===== src/rtl/ray_dispatcher.sv =====
// Frame-level primary ray source: walks a W x H image in raster order, stepping ray directions
// incrementally, and feeds one ray at a time to a single ray unit over its start/busy handshake.
module ray_dispatcher #(
  parameter int unsigned POSITION_WIDTH = 16,
  parameter int unsigned ADDRESS_WIDTH  = 32,
  parameter int unsigned DIM_WIDTH      = 11
) (
  input  logic                               clock,
  input  logic                               reset,
  input  logic                               flush,
  input  logic                               frameStart,
  input  logic [DIM_WIDTH-1:0]               frameWidth,
  input  logic [DIM_WIDTH-1:0]               frameHeight,
  input  logic [ADDRESS_WIDTH-1:0]           frameBase,
  input  logic [2:0][POSITION_WIDTH-1:0]     cameraQ,
  input  logic [2:0][POSITION_WIDTH-1:0]     cornerV,
  input  logic [2:0][POSITION_WIDTH-1:0]     rightStep,
  input  logic [2:0][POSITION_WIDTH-1:0]     downStep,
  output logic                               frameBusy,
  output logic                               frameDone,
  output logic                               start,
  input  logic                               unitBusy,
  output logic [2:0][POSITION_WIDTH-1:0]     rayQ,
  output logic [2:0][POSITION_WIDTH-1:0]     rayV,
  output logic [ADDRESS_WIDTH-1:0]           pixelAddress
);

  typedef logic [2:0][POSITION_WIDTH-1:0] vec_t;

  typedef enum logic [1:0] {StIdle, StIssue, StSettle, StDone} state_e;

  function automatic vec_t vadd(input vec_t a, input vec_t b);
    vec_t r;
    for (int i = 0; i < 3; i++) r[i] = a[i] + b[i];
    return r;
  endfunction

  state_e                   state_q;
  logic [DIM_WIDTH-1:0]     width_q, height_q, x_q, y_q;
  logic [DIM_WIDTH-1:0]     x_last, y_last;
  vec_t                     right_q, down_q, row_q, cur_q, cam_q;
  logic [ADDRESS_WIDTH-1:0] addr_q;
  logic                     busy_q, done_q;

  assign x_last = width_q - DIM_WIDTH'(1);
  assign y_last = height_q - DIM_WIDTH'(1);

  // The issue pulse is decoded so the ray unit sees it in the same cycle busy is observed low.
  assign start        = (state_q == StIssue) && !unitBusy && !flush;
  assign frameBusy    = busy_q;
  assign frameDone    = done_q;
  assign rayQ         = cam_q;
  assign rayV         = cur_q;
  assign pixelAddress = addr_q;

  always_ff @(posedge clock or posedge reset) begin
    if (reset) begin
      state_q  <= StIdle;
      width_q  <= '0;
      height_q <= '0;
      x_q      <= '0;
      y_q      <= '0;
      right_q  <= '0;
      down_q   <= '0;
      row_q    <= '0;
      cur_q    <= '0;
      cam_q    <= '0;
      addr_q   <= '0;
      busy_q   <= 1'b0;
      done_q   <= 1'b0;
    end else if (flush) begin
      state_q <= StIdle;
      busy_q  <= 1'b0;
      done_q  <= 1'b0;
    end else begin
      done_q <= 1'b0;
      case (state_q)
        StIdle: begin
          if (frameStart) begin
            width_q  <= frameWidth;
            height_q <= frameHeight;
            x_q      <= '0;
            y_q      <= '0;
            right_q  <= rightStep;
            down_q   <= downStep;
            row_q    <= cornerV;
            cur_q    <= cornerV;
            cam_q    <= cameraQ;
            addr_q   <= frameBase;
            if (frameWidth == '0 || frameHeight == '0) begin
              state_q <= StDone;
              done_q  <= 1'b1;
            end else begin
              state_q <= StIssue;
              busy_q  <= 1'b1;
            end
          end
        end
        StIssue: begin
          if (!unitBusy) state_q <= StSettle;
        end
        StSettle: begin
          if (x_q != x_last) begin
            x_q     <= x_q + DIM_WIDTH'(1);
            cur_q   <= vadd(cur_q, right_q);
            addr_q  <= addr_q + ADDRESS_WIDTH'(1);
            state_q <= StIssue;
          end else if (y_q != y_last) begin
            x_q     <= '0;
            y_q     <= y_q + DIM_WIDTH'(1);
            row_q   <= vadd(row_q, down_q);
            cur_q   <= vadd(row_q, down_q);
            addr_q  <= addr_q + ADDRESS_WIDTH'(1);
            state_q <= StIssue;
          end else begin
            state_q <= StDone;
            busy_q  <= 1'b0;
            done_q  <= 1'b1;
          end
        end
        StDone: state_q <= StIdle;
        default: state_q <= StIdle;
      endcase
    end
  end

endmodule


===== config.mk =====
export PLATFORM = sky130hd
export DESIGN_NAME = ray_dispatcher
export DESIGN_NICKNAME = d
export VERILOG_FILES = /design/src/rtl/ray_dispatcher.sv
export SDC_FILE = /design/constraint.sdc
export NUM_CORES = 1
export LEC_CHECK = 0
export ABC_AREA = 1
export BUFFER_PORTS_ARGS = -buffer_cell sky130_fd_sc_hd__buf_2
export CORE_MARGIN = 1.5
export CORE_UTILIZATION = 25
export CTS_BUF_LIST = sky130_fd_sc_hd__clkbuf_4
export DETAILED_ROUTE_END_ITERATION = 16
export PLACE_DENSITY = 0.4
export SYNTH_ARGS = -nofsm -noshare
export SYNTH_HDL_FRONTEND = slang
export SYNTH_SLANG_ARGS = --single-unit

===== constraint.sdc =====
create_clock -name clock -period 11.3 [get_ports clock]
set_input_delay 2.825 -clock clock [delete_from_list [all_inputs] [get_ports clock]]
set_output_delay 2.825 -clock clock [all_outputs]
set_load 0.02 [all_outputs]

# == After elaboration in Yosys (flattened, before gate mapping) ==
# Index checks and enable logic that the tools add are counted.
# op_classes
shifts,0
n_bitwise,1
order_cmp,0
add_sub_neg,11
muxes,36
eq_ne,14
n_reduce_logical,15
multipliers,0
div,0
# op_table
cell,n
two-way mux 48 bit,4
case mux 48 bit (2 select lines),2
adder 16 bit,6
two-way mux 32 bit,3
case mux 32 bit (2 select lines),1
two-way mux 11 bit,5
case mux 11 bit (2 select lines),2
adder 32 x 1 -> 32 bit (second input constant),1
adder 11 x 1 -> 11 bit (second input constant),2
zero test 11 bit,2
!= test 11 bit,2
subtractor 11 x 1 -> 11 bit (second input constant),2
!= test 3 bit (second input constant),6
two-way mux 2 bit,6
two-way mux 1 bit,10
AND reduction 5 bit,2
case mux 2 bit (4 select lines),1
!= test 2 bit (second input constant),3
== test 2 bit (second input constant),2
case mux 1 bit (2 select lines),2
AND reduction 4 bit,1
AND reduction 3 bit,1
nonzero test 3 bit,1
== test 2 x 1 -> 1 bit (second input constant),1
other kinds (7),9
# word_totals
memories,0
romBits,0
ff_bits,320
input_bits,251
output_inout_bits,131
mem_bits_rw,0
wordCells,100
latchBits,0

# == Depth between registers and ports, before layout ==
# logic_depth
ltp_word,6
ltp_mapped,19
ltp_nobuf,17

# == Least setup slack after synthesis ==
# No wires, ideal clock.
# synth_path
kind,input-to-output
from,in flush
to,out start
arrival_time_ns,3.544
stages,1
required_ns,8.475
path_buffers,0
path_slack_ns,4.931
cell_sequence,nor4_1
# synth_via
elab_chain_len,2
# synth_rtl
item,line_no,rtl
start: declaration,10,"input logic flush,"
zero test 1 bit,49,assign start = (state_q == StIssue) && !unitBusy && !flush;
logical AND 1 bit,49,
end: declaration,21,"output logic start,"
# Every way passes these cells.

# == Worst setup path after layout ==
# Ends and elaborated chain as after synthesis.

==> run_results.csv <==
group,metric,value,unit
status,outcome,"complete, no violations",
critical_path,start_kind,"input port",
grt,globalRouteTotalUtil,0.1797,
sta,setup_tns,0,ps
yosys,yosys.cell_types.count,42,
clocking,cts-root-buf,"clkbuf_4",
sta,fmax,0.1589,GHz
min_path,whs_path_depth,2,
sta,timing.hold.ws,484.2,ps
layout,nFillCells,9184,
die,start_util,0.2534,
critical_path,critical_path_required,8480,ps
clocking,cts_hold_buf,0,
clocking,clock_path_buffers,3,
critical_path,crit_path_end_kind,"primary output",
sta,skew,64.41,ps
layout,drive_above_1_share,0.2316,
power,combPwrFrac,0.501,
critical_path,cp_slowest_cell,"nor4_1",
sta,tightestPinTransition,1078,ps
sta,hold_violations,0,
drt,wire_per_inst,17.81,um
sta,final.min_clock_period,6293,ps
placed_design,portBuffers,381,
die,core-area,82240,um^2
yosys,yosys.area.top_type,"dfrtp_1",
critical_path,arrival,3470,ps
sta,slew_headroom,0.2810,
power,power.density,242.1,nW/um^2
power,p_leak,12.89,nW
layout,mostFrequentLayoutCells,"nand2_1 (946), buf_2 (381), dfrtp_1 (320), nand3_1 (213), inv_1 (212)",
clocking,cts_setup_buffers,0,
die,die_x,291.7,um
sta,rsz0062_at_grt,"no",
placed_design,placed_cell_area,23780,um^2
sta,setup_ws,5007,ps
placed_design,dp_slack,5027,ps
yosys,synth-seq-cells,320,
grt,antenna_found_initial,14,
sta,drv_slew,0,
critical_path,crit_path_start,"flush",
yosys,yosysWarningCount,0,
clocking,clk_pin_slew,60,ps
power,switchingPower,2.816,mW
clocking,insertion_delay,910,ps
yosys,syn_nets,3085,
clocking,cts_resized,0,
clocking,h-tree-depth,3,
drt,drt-initial-drc-count,894,
min_path,hold_class,"reg -> reg",
drt,antenna_left,0,
critical_path,cpMostUsedCell,"buf_2",
placed_design,gp_congestion,0.8540,
critical_path,cp.buffers_inverters,2,
drt,vias,19420,
drt,dr.pass1.iters,5,
clocking,clock_sinks,320,
yosys,syn-cell-area,20840,um^2
run,maxCapViolCount,0,
die,placementRows,105,
power,intPower,3.237,mW
grt,overflow,0,
drt,drt-total-wl,76.49,mm
layout,synthToLayoutAreaGrowth,19.96,%
critical_path,crit-reg2reg-launch,"width_q[0]",
layout,mostFrequentLayoutCell,"nand2_1",
yosys,postSynthAreaPerCell,7.626,um^2
grt,grt_max_degree,137,
drt,vias_per_cell,4.521,
power,pwr-share-clk,0.192,
critical_path,crit_cells,3,
critical_path,crit_path_cell_trace,"buf_2, nor4_1, buf_2",
power,p_sw_frac,0.4651,
yosys,synthCells,2733,
sta,setup_violations,0,
die,pin_count,382,
power,p_total,6.053,mW
drt,drc,0,
yosys,synthTopCellsByArea,"dfrtp_1 (38%), nand2_1 (17%), mux2_2 (7.6%), ha_1 (5.7%), nand3_1 (5.1%)",
clocking,cts_tree,"yes",
layout,final_nets,3502,
layout,finalInstanceArea,25000,um^2
layout,register_area,8008,um^2
sta,fin_crit_sh,0.5569,
die,fp.dieH,291.7,um
grt,grt_pass1_wl,117.8,mm
die,dieArea,85110,um^2
critical_path,reg2reg_depth,18,
placed_design,dp_hpwl,57.96,mm
critical_path,crit_family,"buffers and inverters",
clocking,cts_inserted_buffers,102,
min_path,hp-start,"row_q[36]",
critical_path,critPathMaxStageDelay,300,ps
power,ir_worst_vdd,82.70,uV
layout,multi_input_area,11540,um^2
grt,grt_pass1_vias,20050,
yosys,synth.yosys.seq_area_share,0.3842,
critical_path,crit_fanout,5,
yosys,synth_top_area_share,0.3842,
power,seqPwrFrac,0.306,
critical_path,worstSetupPathType,"in -> out",
## sequential cells by signal, indices dropped and copies added, names as in the netlist
| name | count |
|---|---|
| state_q | 2 |
| pixelAddress | 32 |
| y_q | 11 |
| frameDone | 1 |
| x_q | 11 |
| frameBusy | 1 |
| row_q | 48 |
| rayQ | 48 |
| width_q | 11 |
| rayV | 48 |
| height_q | 11 |
| right_q | 48 |
| down_q | 48 |
## power groups by stage
stage               registers (mW)  clock network, mW  logic, mW
detailed placement            1.88                  0       3.07
global placement              1.89                  0       3.08
floorplan                     1.93                  0       2.06
CTS                           1.87               1.23       3.09
finish                        1.86               1.16       3.04
global route                  1.91               1.29       3.45
## per-layer routing
metal	share of wire	track usage	vias to the layer above
li1	-	-	9832
met1	0.43	0.2172	9027
met2	0.50	0.3156	416
met3	0.044	0.03783	138
met4	0.028	0.05907	4
met5	0.00025	0	-
## worst reg2reg max path: stages, from the launching register on
cell and delay, ps:
dfrtp_1 390, inv_2 130, ha_1 330, nand2_2 140, nor2_2 150, inv_1 70, nand2_1 60, nand2_1 40
nand2_1 120, nand2_1 80, nor2_2 120, nand2_1 80, nor2_2 150, nand2_4 180, nand2_4 640, clkinv_2 480
buf_4 460, nand2_1 370, o21ai_1 80
## area by class of cell
cell class,count,share of cell area
antenna,12,0.001201
clock buffer,139,0.04174
clock inverter,28,0.006005
inverter,224,0.03393
multi-input combinational,2106,0.4615
sequential,320,0.3203
tap,1070,0.05355
timing repair buffer,396,0.08177
## final timing paths
| path | slack, ps | end |
|---|---|---|
| worst min-delay path | 480 | row_q[36] |
| worst min register to register | 480 | row_q[36] |
| worst max-delay path | 5010 | start |
| min in group asynchronous | 2110 | rayQ[44] |
| max in group asynchronous | 7140 | down_q[36] |
| worst max register to register | 7050 | pixelAddress[2] |
## logic make-up after synthesis
family	after synthesis	synth area share
DFF	320	0.3842
AOI/OAI and AO/OA	282	0.07516
and+or+nand+nor	1492	0.3003
buffers and inverters	307	0.06310
xor gates and xnor gates	84	0.03530
adders and majority gates	101	0.06280
muxes	147	0.07913
## metrics by stage
step                      std cells  utilization
after floorplan                2733            -
after global placement         4116       0.2891
after detailed placement       4116       0.2891
after CTS                      4283       0.3036
after global routing           4294       0.3040
final                          4295       0.3040
## Yosys cell counts (all sizes together)
| cell | count |
|---|---|
| clkbuf | 18 |
| xor2 | 42 |
| o21a | 6 |
| ha | 95 |
| nor3 | 32 |
| fa | 6 |
| mux2i | 5 |
| a31o | 1 |
| nand2 | 953 |
| or2 | 8 |
| nor2 | 202 |
| mux2 | 142 |
| and2 | 7 |
| xnor2 | 42 |
| nor4 | 12 |
| inv | 224 |
| nand3 | 214 |
| a21oi | 107 |
| o31ai | 4 |
| nand3b | 24 |
| buf | 65 |
| o21ai | 128 |
| dfrtp | 320 |
| o211ai | 3 |
| a211oi | 2 |
| nand4 | 39 |
| a31oi | 4 |
| a21o | 12 |
| o21bai | 10 |
| or3 | 1 |
| a21boi | 5 |
(Power assumes the default switching activity.)
